### src/rtl/seletor_estado_botoes.sv
// Debounced N-button selector producing the display controller's estado code.
// Define SYNC_QUADRO_EN to apply state changes only on frame_fim pulses.
module seletor_estado_botoes #(
    parameter int N_BOTOES        = 4,
    parameter int ESTADO_W        = 4,
    parameter int DEBOUNCE_CICLOS = 250000,
    parameter int MODO            = 0,
    parameter int TIMEOUT_CICLOS  = 0
) (
    input  logic                clk,
    input  logic                rst,
    input  logic [N_BOTOES-1:0] botoes,
    input  logic                frame_fim,
    output logic [ESTADO_W-1:0] estado,
    output logic                estado_mudou,
    output logic [N_BOTOES-1:0] botao_evento
);
    localparam int CNT_W = $clog2(DEBOUNCE_CICLOS + 1);
    localparam logic [CNT_W-1:0] CNT_MAX = CNT_W'(DEBOUNCE_CICLOS - 1);
    localparam int TMO_W = (TIMEOUT_CICLOS > 0) ? $clog2(TIMEOUT_CICLOS + 1) : 1;
    localparam logic [TMO_W-1:0] TMO_MAX = TMO_W'((TIMEOUT_CICLOS > 0) ? TIMEOUT_CICLOS - 1 : 0);
    localparam bit TMO_EN = (MODO == 1) && (TIMEOUT_CICLOS > 0);

    logic [N_BOTOES-1:0] sync1, sync2, deb, deb_d, subida;
    logic [CNT_W-1:0]    deb_cnt [N_BOTOES];
    logic [TMO_W-1:0]    tmo_cnt;
    logic [ESTADO_W-1:0] req, req_next, held_code, evt_code;
    logic                evt_any, tmo_fim, aplicar;

    // NOTE: sequential state uses <= so every flop samples pre-edge values;
    // with = the two synchroniser stages would collapse into one.
    always_ff @(posedge clk) begin
        if (rst) begin
            sync1        <= '0;
            sync2        <= '0;
            deb          <= '0;
            deb_d        <= '0;
            botao_evento <= '0;
            // NOTE: the counter array is a handful of flops, not RAM, so it is
            // cleared on reset like any other state.
            for (int i = 0; i < N_BOTOES; i++) deb_cnt[i] <= '0;
        end else begin
            sync1        <= botoes;
            sync2        <= sync1;
            deb_d        <= deb;
            botao_evento <= subida;
            for (int i = 0; i < N_BOTOES; i++) begin
                if (sync2[i] == deb[i]) begin
                    deb_cnt[i] <= '0;
                end else if (deb_cnt[i] == CNT_MAX) begin
                    deb[i]     <= ~deb[i];
                    deb_cnt[i] <= '0;
                end else begin
                    deb_cnt[i] <= deb_cnt[i] + 1'b1;
                end
            end
        end
    end

    assign subida  = deb & ~deb_d;
    assign evt_any = |subida;

    // Scan from the top so the lowest index is written last and wins.
    // NOTE: every always_comb output gets a default first, otherwise paths
    // that skip an assignment infer latches.
    always_comb begin
        held_code = '0;
        evt_code  = '0;
        for (int i = N_BOTOES - 1; i >= 0; i--) begin
            if (deb[i])    held_code = ESTADO_W'(i + 1);
            if (subida[i]) evt_code  = ESTADO_W'(i + 1);
        end
    end

    assign tmo_fim = TMO_EN && (req != '0) && (tmo_cnt == TMO_MAX);

    always_comb begin
        req_next = req;
        if (MODO == 0)    req_next = held_code;
        else if (evt_any) req_next = (req == evt_code) ? '0 : evt_code;
        else if (tmo_fim) req_next = '0;
    end

    always_ff @(posedge clk) begin
        if (rst || !TMO_EN || evt_any || (req == '0) || tmo_fim) tmo_cnt <= '0;
        else                                                     tmo_cnt <= tmo_cnt + 1'b1;
    end

`ifdef SYNC_QUADRO_EN
    assign aplicar = frame_fim && (req != estado);
`else
    logic unused_frame_fim;
    assign unused_frame_fim = frame_fim;
    assign aplicar = (req != estado);
`endif

    always_ff @(posedge clk) begin
        if (rst) begin
            req          <= '0;
            estado       <= '0;
            estado_mudou <= 1'b0;
        end else begin
            req          <= req_next;
            estado_mudou <= 1'b0;
            if (aplicar) begin
                estado       <= req;
                estado_mudou <= 1'b1;
            end
        end
    end
endmodule
### config.mk
export PLATFORM = sky130hd
export DESIGN_NAME = seletor_estado_botoes
export DESIGN_NICKNAME = d
export VERILOG_FILES = /design/src/rtl/seletor_estado_botoes.sv
export SDC_FILE = /design/constraint.sdc
export NUM_CORES = 1
export LEC_CHECK = 0
export ABC_AREA = 1
export ABC_CLOCK_PERIOD_IN_PS = 1680
export BUFFER_PORTS_ARGS = -buffer_cell sky130_fd_sc_hd__buf_2
export CORE_UTILIZATION = 56
export DETAILED_ROUTE_END_ITERATION = 7
export PLACE_DENSITY = 0.76
export SETUP_SLACK_MARGIN = 0.15
export SLEW_MARGIN = 25
export SYNTH_ARGS = -nofsm -noshare
export SYNTH_HDL_FRONTEND = slang
export SYNTH_SLANG_ARGS = --single-unit
### constraint.sdc
create_clock -name clk -period 1.68 [get_ports clk]
set_input_delay 0.504 -clock clk [delete_from_list [all_inputs] [get_ports clk]]
set_output_delay 0.504 -clock clk [all_outputs]
set_load 0.01 [all_outputs]
After elaboration in Yosys (flattened, before gate mapping) --
Memories as Yosys holds them, arrays and structs flattened. Index checks and enable logic that the tools add are counted.
Word-level totals: bits in registers 27, word-level logic and storage cells 118, memory bits (writable) 72, memories 1, output and inout port bits 9, memory bits (read-only) 0, bits in latches 0
Memories:
- deb_cnt | words 4, width 18, read ports 4, clocked after Yosys merged registers in 0, wr ports 4, line 25 | logic [CNT_W-1:0] deb_cnt [N_BOTOES];
Cells by class: bitwise logic cells 22, div/mod/pow operators 0, eq/ne operators 9, shift operators 0, add/sub/neg operators 4, muxes and demuxes 63, order comparisons 0, multipliers 0, reductions and logical operators 6
Operators with widths (count):
- two-way mux 18 bit | 12
- adder 18 x 1 -> 18 bit, second input constant | 4
- equality test 18 bit, second input constant | 4
- two-way mux 1 bit | 48
- OR 1 bit | 12
- NOT 1 bit | 8
- AND reduction 2 bit | 4
- bitwise AND 4 bit | 1
- equality test 1 bit | 4
- two-way mux 2 bit | 2
- NOT 4 bit | 1
- OR reduction 4 bit | 1
- two-way mux 3 bit | 1
- != test 3 bit | 1
- OR reduction 2 bit | 1

Depth between registers and ports, before layout --
Gate-level depths: netlist of run 1. An unclocked memory read counts as a cell.
depth in word-level cells 8, mapped depth 9, depth with buffers taken out 8

Least setup slack after synthesis of run 1 --
No wires, ideal clock.
path type register to register, start point memory deb_cnt[2][0] in the netlist's numbering, end point memory deb_cnt[2][11] in the netlist's numbering (data pin), slack 0.083 ns, arrival time 1.342 ns, period minus slack after synthesis 1.597 ns, setup time 0.254 ns, cell stages (with the launch flop) 10, data required time 1.426 ns, path through edfxtp_1 ha_1 nand2_2 nor2_4 nand3_2 nor2_4 nand2_2 nand2_4 buf_8 nor2_2
RTL lines (line):
- start: declaration | 25

==> flow_summary.toml, run 1 <==
[flow_run]
maxCapViolations = 0

[synthesis]
avgSynthCellArea_um2 = 8.15
syn_area_mm2 = 0.00524
synth_adder_area_share_pct = 0.955
synthesis.instances = 643
yosys.area_share.simple_pct = 30.4
async_flop_share_pct = 0
synth_top_family_by_area = "simple AND/OR/NAND/NOR gates"
netlist_top_cells_area = "edfxtp_1 (41%), dfxtp_1 (10%), nand2_1 (10%)"
synth_warnings = 0
synth.most_common_cell = "nand2_1"
synth_seq_cells = 99
ys_types = 34
synth_edf_count = 72
synth-compound-area-share_pct = 6.33
yosys.area.top_type_share_pct = 41.3
ys_seq_area_share_pct = 51.6
synthTopCellsByCount = "nand2_1 (139), nor2_1 (131), inv_1 (78), edfxtp_1 (72), a21oi_1 (41)"
synth.mux.area_fraction_pct = 0
ys.flop_type = "edfxtp_1"
synth_xor_area_share_pct = 3.84
yosys.area.top_type = "edfxtp_1"

[detailed_routing]
wl_met2_um = 5330
routed_wl_um = 10900
firstDrtPassIters = 5
vias = 4438
top_layer = "met4"
drc = 0
wire_per_inst_um = 12.3
wl_met3_um = 393
ant_nets = 0
drtIter0Drc = 164
routed_via_density = 4.99
m1WireLength_um = 4990

[grt]
grt_pass1_wl_um = 17500
track_usage_pct = 22.1
grt_overflow = 0
antenna_found_initial = 0
grt_max_degree = 22
grt_pass1_vias = 4133

[sta]
fmax_mhz = 622
final-setup-viol-count = 0
finalHoldViolations = 0
relSlewSlack_pct = 64.6
whs_ns = 0.345
worstMarginPinSlew_ns = 0.532
fin_crit_ns = 1.61
fin_tns_setup_ns = 0
rsz0062_at_grt = "yes"
slew_violations = 0
finClkSkew_ns = 0.0112
post-route-period-util_pct = 95.7
fin_ws_ns = 0.0715

[layout]
final_nets = 787
synthToLayoutAreaGrowth_pct = 25.7
fin_util_pct = 74.1
drive_above_1_share_pct = 19.2
final_area_mm2 = 0.00659
n_antenna_cell = 0

[critical_path]
ff2ff_setup_slack_ns = 0.07
timing.rr.start = "deb_cnt[3][1]$_SDFFCE_PN0P_"
critPathKind = "reg -> reg"
timing.rr.end = "deb_cnt[3][11]$_SDFFCE_PN0P_"
crit_chain = "ha_4 > nand2_4 > nor2_4 > nand2_2 > nor2_4 > nand2_2 > nand2_4 > buf_12 > a21oi_1"
critPathLaunchType = "flop"
arrival_ns = 1.73
required_ns = 1.80
crit_path_top_delay_cell = "edfxtp_1"
ff2ff_path_depth = 9
end_kind = "flop"
worstPathMaxFanout = 8
setup.worst_path.start = "deb_cnt[3][1]$_SDFFCE_PN0P_"
cpPeakStageDelay_ns = 0.42

[clock_tree]
cts_tree = "done"
numCtsBuffers = 9
cts_sinks = 99
cts_root_buf = "clkbuf_8"
clock_latency_ns = 0.36
path_clk_slew_ns = 0.10
cts-hold-fix-buffers = 0
clockBufferDepth = 2
cts_max_level = 3

[outcome]
status = "completed"

[die]
die_x_um = 98.7
io_pins = 16
row_count = 34
core-area_mm2 = 0.00889
initial_core_util_pct = 59.0
die_h_um = 98.7
die-area_mm2 = 0.00975

[worst_hold_path]
holdPathStages = 3
min_path_type = "in -> reg"
holdPathEnd = "sync1[0]$_SDFF_PP0_"
min_from = "botoes[0]"

[power]
leakage_nw = 2.62
power_density_mw_per_mm2 = 708
vdd_drop_max_v = 0.000490

[placement]
hpwlAfterDp_um = 7050
gp_congestion = 0.931
placed_area_mm2 = 0.00579
place_ws_ns = 0.0146
io_buffer_count = 13
==> per-layer routing <==
layer / up-vias / track usage [%]
met1: 2029 / 28.8
met5: - / 0
met3: 19 / 3.33
li1: 2276 / -
met2: 114 / 36.4
met4: 0 / 10.8
==> per-stage QoR <==
stage          cells  power [W]
2_1_floorplan    714    0.00299
3_5_place_dp     843    0.00306
3_3_place_gp     843    0.00305
4_1_cts          869    0.00463
6_report         889    0.00466
5_1_grt          889    0.00484
==> critical path, delay by kind of cell (launching register included) <==
family	cells	cell delay (ns)
buf+inv	1	0.14
compound gates	1	0.04
simple gates	6	0.59
fa+ha+maj	1	0.17
flops	1	0.42
==> state kept, by name, indices dropped and copies added, names as in the netlist <==
name	cells
deb_cnt	72
botao_evento	4
deb	4
deb_d	4
sync1	4
sync2	4
estado	3
req	3
estado_mudou	1
==> power breakdown <==
| part | switching, W | internal [W] | total [W] |
|---|---|---|---|
| Sequential | 0.0000838 | 0.00270 | 0.00278 |
| Clock | 0.000851 | 0.000728 | 0.00158 |
| Combinational | 0.000189 | 0.000113 | 0.000302 |
| Total | 0.00112 | 0.00354 | 0.00466 |
==> kinds of logic (layout without fill, tap and decap cells) <==
kind of cell,count (synthesis),after routing
and+or+nand+nor,366,370
DFF,99,99
buffers and inverters,86,149
AOI/OAI and AO/OA,63,63
xor gates and xnor gates,23,23
adders and majority gates,4,4
other,2,73
==> layout make-up <==
type / count / area (um^2)
clock inverter: 4 / 28.8
sequential: 99 / 2700
timing repair buffer: 54 / 428
multi-input combinational: 533 / 2820
clock buffer: 12 / 178
inverter: 79 / 297
fill: 633 / 2300
tap: 108 / 135
==> cells in the final DEF (no fill, tap or decap), types with 4 or more instances in the layout <==
master and count:
o21ai_0 16, nor2_4 18, a21oi_1 29, conb_1 73
nor2_1 115, ha_4 4, nor2_2 13, buf_4 37
nand2_4 8, nand3_1 30, inv_1 78, nand2_1 136
xor2_1 15, nand4_1 12, nand2_2 4, dfxtp_1 27
xnor2_1 8, clkbuf_8 9, a21oi_2 14, or2_0 4
nand3_2 4, or2_2 7, buf_2 13, edfxtp_1 72
nor3_1 8
==> worst max path at each step <==
| stage | endpoint | slack, ns | depth (start not counted) |
|---|---|---|---|
| 2_1_floorplan | deb_cnt[2][11]$_SDFFCE_PN0P_ | 0.09 | 9 |
| 5_1_grt | deb_cnt[3][5]$_SDFFCE_PN0P_ | -0.005 | 9 |
| 4_1_cts | deb_cnt[3][12]$_SDFFCE_PN0P_ | 0.07 | 9 |
| 6_report | deb_cnt[3][11]$_SDFFCE_PN0P_ | 0.07 | 9 |
| 3_5_place_dp | deb_cnt[2][3]$_SDFFCE_PN0P_ | 0.01 | 6 |
| 3_3_place_gp | deb_cnt[2][3]$_SDFFCE_PN0P_ | 0.06 | 6 |
==> repair_timing <==
action,4_1_cts,5_1_grt
setup endpoints to repair,71,74
cloned,3,2
pin swaps,6,15
gates resized for setup,16,57
setup buffers,7,18
Note: power is estimated with default switching activity, not from simulation.
==> run 2: changes to the inputs <==
ABC_AREA = 0   (was 1)
==> flow_summary.toml, run 2 <==
[sta]
fin_tns_setup_ns = -4.76
fin_ws_ns = -0.129
final-setup-viol-count = 71
fmax_mhz = 553
post-route-period-util_pct = 108
fin_crit_ns = 1.81
slew_violations = 0
finClkSkew_ns = 0.00818
finalHoldViolations = 0
rsz0062_at_grt = "yes"

[critical_path]
ff2ff_path_depth = 6
crit_path_end = "deb_cnt[3][4]$_SDFFCE_PN0P_"
setup.worst_path.start = "deb_cnt[3][5]$_SDFFCE_PN0P_"
worstPathMaxFanout = 7
critPathLaunchType = "flop"
timing.rr.end = "deb_cnt[3][4]$_SDFFCE_PN0P_"
critPathKind = "reg -> reg"
arrival_ns = 1.93
cpPeakStageDelay_ns = 0.43
ff2ff_setup_slack_ns = -0.13
timing.rr.start = "deb_cnt[3][5]$_SDFFCE_PN0P_"
end_kind = "flop"
crit_chain = "nor4_2 > nand2_1 > o41ai_4 > buf_4 > buf_8 > nor2_1"
crit_path_top_delay_cell = "edfxtp_1"
required_ns = 1.80

[flow_run]
maxCapViolations = 0

[layout]
fin_util_pct = 78.5
drive_above_1_share_pct = 29.9
final_common_cell = "buf_4"
regMostFlops = "deb_cnt"
n_antenna_cell = 0
final_nets = 635
synthToLayoutAreaGrowth_pct = 34.1
largest_register_ffs = 72
layout_common_cells = "buf_4 (76), conb_1 (73), edfxtp_1 (72), nor2_1 (45), xnor2_1 (39)"

[detailed_routing]
vias = 3946
drtIter0Drc = 134
drc = 0
routed_via_density = 5.38
ant_nets = 0
wire_per_inst_um = 14.8
routed_wl_um = 10900
firstDrtPassIters = 5

[grt]
track_usage_pct = 22.4
grt_use_met3_pct = 4.07
grt_use_met1_pct = 27.8
grt_pass1_vias = 3621
grt_max_degree = 21
grt_overflow = 0
gr-usage-met2_pct = 38.5
antenna_found_initial = 0
grt_pass1_wl_um = 15800
busiest_layer = "met2"

[die]
core-area_mm2 = 0.00834
die_x_um = 95.4
io_pins = 16
die_h_um = 95.4
die-area_mm2 = 0.00910
row_count = 33
initial_core_util_pct = 58.5

[synthesis]
ys_seq_area_share_pct = 55.4
synth.most_common_cell = "nor2_1"
synth_edf_count = 72
synthTopCellsByCount = "nor2_1 (79), edfxtp_1 (72), xnor2_1 (39), nand3_1 (28), dfxtp_1 (27)"
synth_seq_cells = 99
syn_area_mm2 = 0.00488
ys.flop_type = "edfxtp_1"
netlist_top_cells_area = "edfxtp_1 (44%), dfxtp_1 (11%), xnor2_1 (7.0%)"
ys_types = 39
yosys.area.top_type = "edfxtp_1"
yosys.area.top_type_share_pct = 44.3
synthesis.instances = 458
async_flop_share_pct = 0
avgSynthCellArea_um2 = 10.7
synth_warnings = 0

[power]
p_seq_share_pct = 59.7
leakage_nw = 2.39
p_int_w = 0.00359
p_clk_share_pct = 32.3
power_density_mw_per_mm2 = 712
p_switching_w = 0.00107
vdd_drop_max_v = 0.000468
swShare_pct = 23.0
comb_power_share_pct = 8.0

[clock_tree]
cts-hold-fix-buffers = 0
numCtsBuffers = 9
cts_root_buf = "clkbuf_8"
clockBufferDepth = 2
cts_max_level = 3
clock_latency_ns = 0.36
cts_tree = "done"
cts_sinks = 99
path_clk_slew_ns = 0.10

[worst_hold_path]
min_from = "botoes[0]"
min_path_type = "in -> reg"

[placement]
io_buffer_count = 13
gp_congestion = 0.841
hpwlAfterDp_um = 6460

[outcome]
violations = "negative setup slack"
status = "finished with violations"
run 2: changes by cell type after synthesis, moves of 9 or more:
cell,change
o21ai_0,-9
nor2b_1,+11
inv_1,-63
xor2_1,+9
nor2_1,-52
nor4_1,+21
xnor2_1,+31
nand2_1,-121
a21oi_1,-33
nor2_2,-12
nand4_1,+12
run 2: cell families after synthesis:
logic type | synth area share (%)
adder cells (fa/ha/maj) | 1.03
flip-flops | 55.4
XOR/XNOR | 11.3
buffers and inverters | 2.64
AND/OR/NAND/NOR | 25.6
other | 0.154
multiplexers | 0.410
AO/OA/AOI/OAI | 3.49
run 2: per-stage QoR:
stage | worst slack (ns) | hold WS (ns) | cell area (um^2) | std cells | power [W]
after floorplan | -0.244 | 0.368 | 5280 | 529 | 0.00300
after global placement | -0.0226 | 0.372 | 5810 | 685 | 0.00310
after detailed placement | -0.0820 | 0.382 | 5810 | 685 | 0.00311
after CTS | -0.0842 | 0.347 | 6280 | 719 | 0.00462
after global routing | -0.159 | 0.356 | 6550 | 734 | 0.00482
final | -0.129 | 0.358 | 6550 | 734 | 0.00466
run 2: critical path: cells and delay by family (launching register included):
kind	cells	cell delay, ns
buffers and inverters	2	0.34
and+or+nand+nor	3	0.51
DFF	1	0.43
AOI/OAI and AO/OA	1	0.28
run 2: how the worst min path moves through the flow:
stage / slack (ns) / to / cells past startpoint
final: 0.36 / sync1[0]$_SDFF_PP0_ / 2
after global routing: 0.36 / sync1[2]$_SDFF_PP0_ / 2
after CTS: 0.35 / sync1[2]$_SDFF_PP0_ / 2
after detailed placement: 0.38 / botao_evento[3]$_SDFF_PP0_ / 1
after global placement: 0.37 / botao_evento[1]$_SDFF_PP0_ / 1
after floorplan: 0.37 / botao_evento[0]$_SDFF_PP0_ / 1
run 2: power groups by stage:
| stage | registers, W | clock network [W] | logic (W) |
|---|---|---|---|
| final | 0.00278 | 0.00151 | 0.000371 |
| after global routing | 0.00279 | 0.00162 | 0.000403 |
| after CTS | 0.00277 | 0.00152 | 0.000329 |
| after detailed placement | 0.00283 | 0 | 0.000281 |
| after global placement | 0.00283 | 0 | 0.000275 |
| after floorplan | 0.00283 | 0 | 0.000174 |
run 2: what timing repair did:
item                                    4_1_cts  5_1_grt
hold endpoints to repair                      0        0
buffers inserted                             17       14
cloned                                        1        1
endpoints found under the setup margin       73       73
resized for setup                            37       41
pin swaps                                     7        3
run 2: per-layer routing:
metal,up-vias,part of all wire (%)
met5,-,0
met1,1889,41
li1,1905,-
met2,121,52
met4,0,2.6
met3,31,4.3
run 2: area by class of cell:
| type | count | area [um^2] |
|---|---|---|
| clock buffer | 15 | 188 |
| clock inverter | 1 | 5.00 |
| fill | 528 | 1790 |
| inverter | 15 | 56.3 |
| multi-input combinational | 399 | 2660 |
| sequential | 99 | 2700 |
| tap | 105 | 131 |
| timing repair buffer | 100 | 807 |
==> run 3: changes to the inputs <==
ABC_CLOCK_PERIOD_IN_PS = 2000   (was 1680)
CORE_UTILIZATION = 60   (was 56)
GPL_TIMING_DRIVEN = 0   (was default)
PLACE_DENSITY = 0.77   (was 0.76)
clock period = 2 ns   (was 1.68 ns; I/O delays follow)
==> flow_summary.toml, run 3 (synthesis gave the netlist of run 2 again) <==
[die]
row_count = 32
io_pins = 16
die_x_um = 92.2
core-area_mm2 = 0.00781
die_h_um = 92.2
die-area_mm2 = 0.00850
initial_core_util_pct = 62.5

[layout]
final_area_mm2 = 0.00617
fin_util_pct = 79.0
multi_input_area_mm2 = 0.00248
largest_register_ffs = 72
n_antenna_cell = 0
fill_cells = 486
final_nets = 618
regArea_mm2 = 0.00270
regMostFlops = "deb_cnt"
layout_common_cells = "conb_1 (73), edfxtp_1 (72), nor2_1 (70), buf_4 (53), xnor2_1 (39)"
drive_above_1_share_pct = 21.1
synthToLayoutAreaGrowth_pct = 26.3
final_common_cell = "conb_1"

[clock_tree]
cts_max_level = 3
clock_latency_ns = 0.38
numCtsBuffers = 9
cts_root_buf = "clkbuf_8"
cts_sinks = 99
clockBufferDepth = 2
path_clk_slew_ns = 0.10
cts_tree = "done"
cts-hold-fix-buffers = 0

[detailed_routing]
drc = 0
ant_nets = 0
firstDrtPassIters = 5
drtIter0Drc = 145
wire_per_inst_um = 14.7
routed_via_density = 5.43
routed_wl_um = 10500
vias = 3874

[placement]
placed_area_mm2 = 0.00537
io_buffer_count = 12
gp_congestion = 0.877
hpwlAfterDp_um = 6050

[sta]
worstMarginPinSlew_ns = 0.501
rsz0062_at_grt = "yes"
relSlewSlack_pct = 66.6
final-setup-viol-count = 0
slew_violations = 0
finalHoldViolations = 0
fmax_mhz = 514
post-route-period-util_pct = 97.3
finClkSkew_ns = 0.0187
fin_crit_ns = 1.95

[grt]
grt_max_degree = 16
grt_overflow = 0
antenna_found_initial = 0
track_usage_pct = 23.1
grt_pass1_vias = 3496
grt_pass1_wl_um = 15300

[critical_path]
end_kind = "flop"
ff2ff_setup_slack_ns = 0.05
arrival_ns = 2.07
worstPathMaxFanout = 6
timing.rr.end = "deb_cnt[0][16]$_SDFFCE_PN0P_"
ff2ff_path_depth = 7
critPathLaunchType = "flop"
timing.rr.start = "deb_cnt[0][1]$_SDFFCE_PN0P_"
setup.worst_path.start = "deb_cnt[0][1]$_SDFFCE_PN0P_"
required_ns = 2.12
crit_path_end = "deb_cnt[0][16]$_SDFFCE_PN0P_"
critPathKind = "reg -> reg"

[worst_hold_path]
min_path_type = "reg -> reg"

[power]
leakage_nw = 2.25
power_density_mw_per_mm2 = 633
vdd_drop_max_v = 0.000452
finalPower_w = 0.00390

[outcome]
status = "completed"

[flow_run]
maxCapViolations = 0
-- run 3: worst min-delay path by stage --
stage / from / to / slack [ns] / cells after the start
after floorplan: deb_d[0]$_SDFF_PP0_ / botao_evento[0]$_SDFF_PP0_ / 0.37 / 1
after global placement: deb_d[1]$_SDFF_PP0_ / botao_evento[1]$_SDFF_PP0_ / 0.37 / 1
after detailed placement: deb_d[0]$_SDFF_PP0_ / botao_evento[0]$_SDFF_PP0_ / 0.38 / 1
after CTS: deb_d[0]$_SDFF_PP0_ / botao_evento[0]$_SDFF_PP0_ / 0.37 / 1
after global routing: deb_d[2]$_SDFF_PP0_ / botao_evento[2]$_SDFF_PP0_ / 0.39 / 1
final: deb_d[0]$_SDFF_PP0_ / botao_evento[0]$_SDFF_PP0_ / 0.37 / 1
-- run 3: timing repair --
item / 4_1_cts / 5_1_grt
endpoints found under the hold margin: 0 / 0
cloned: 1 / 1
resized for setup: 11 / 44
endpoints found under the setup margin: 73 / 73
pin swaps: 5 / 10
setup buffers: 17 / 36
-- run 3: worst max-delay path, cell delays in order, from the launching register on --
cell,delay [ns]
edfxtp_1,0.38
ha_2,0.18
buf_6,0.10
nand3_4,0.05
or4_4,0.45
o21ai_4,0.30
buf_6,0.19
nor2_4,0.03
-- run 3: layout make-up --
type                            count  area share, %
Timing Repair Buffer               67           7.91
Multi-Input combinational cell    399           40.3
Buffer                             16           1.95
Clock buffer                       13           2.41
Sequential cell                    99           43.8
Inverter                           15          0.913
Tap cell                          102           2.07
Clock inverter                      3          0.649
-- run 3: through the flow --
stage / setup WS, ns / hold slack [ns] / cells / setup TNS [ns]
floorplan: 0.0760 / 0.368 / 529 / 0
global placement: -0.128 / 0.373 / 643 / -3.66
detailed placement: -0.174 / 0.376 / 643 / -5.22
CTS: 0.108 / 0.371 / 677 / 0
global route: 0.00836 / 0.394 / 714 / 0
finish: 0.0548 / 0.369 / 714 / 0
-- run 3: power breakdown --
part | total (W) | internal, W | switching, W
Clock | 0.00129 | 0.000611 | 0.000682
Combinational | 0.000265 | 0.000122 | 0.000142
Sequential | 0.00234 | 0.00227 | 0.0000756
Total | 0.00390 | 0.00300 | 0.000900
-- run 3: layer usage --
layer / GRT usage, % / wire length, um / vias to the layer above
met3: 5.64 / 638 / 25
met2: 37.3 / 5130 / 131
met1: 29.0 / 4470 / 1847
li1: - / - / 1871
met5: 0 / 0 / -
met4: 11.6 / 233 / 0
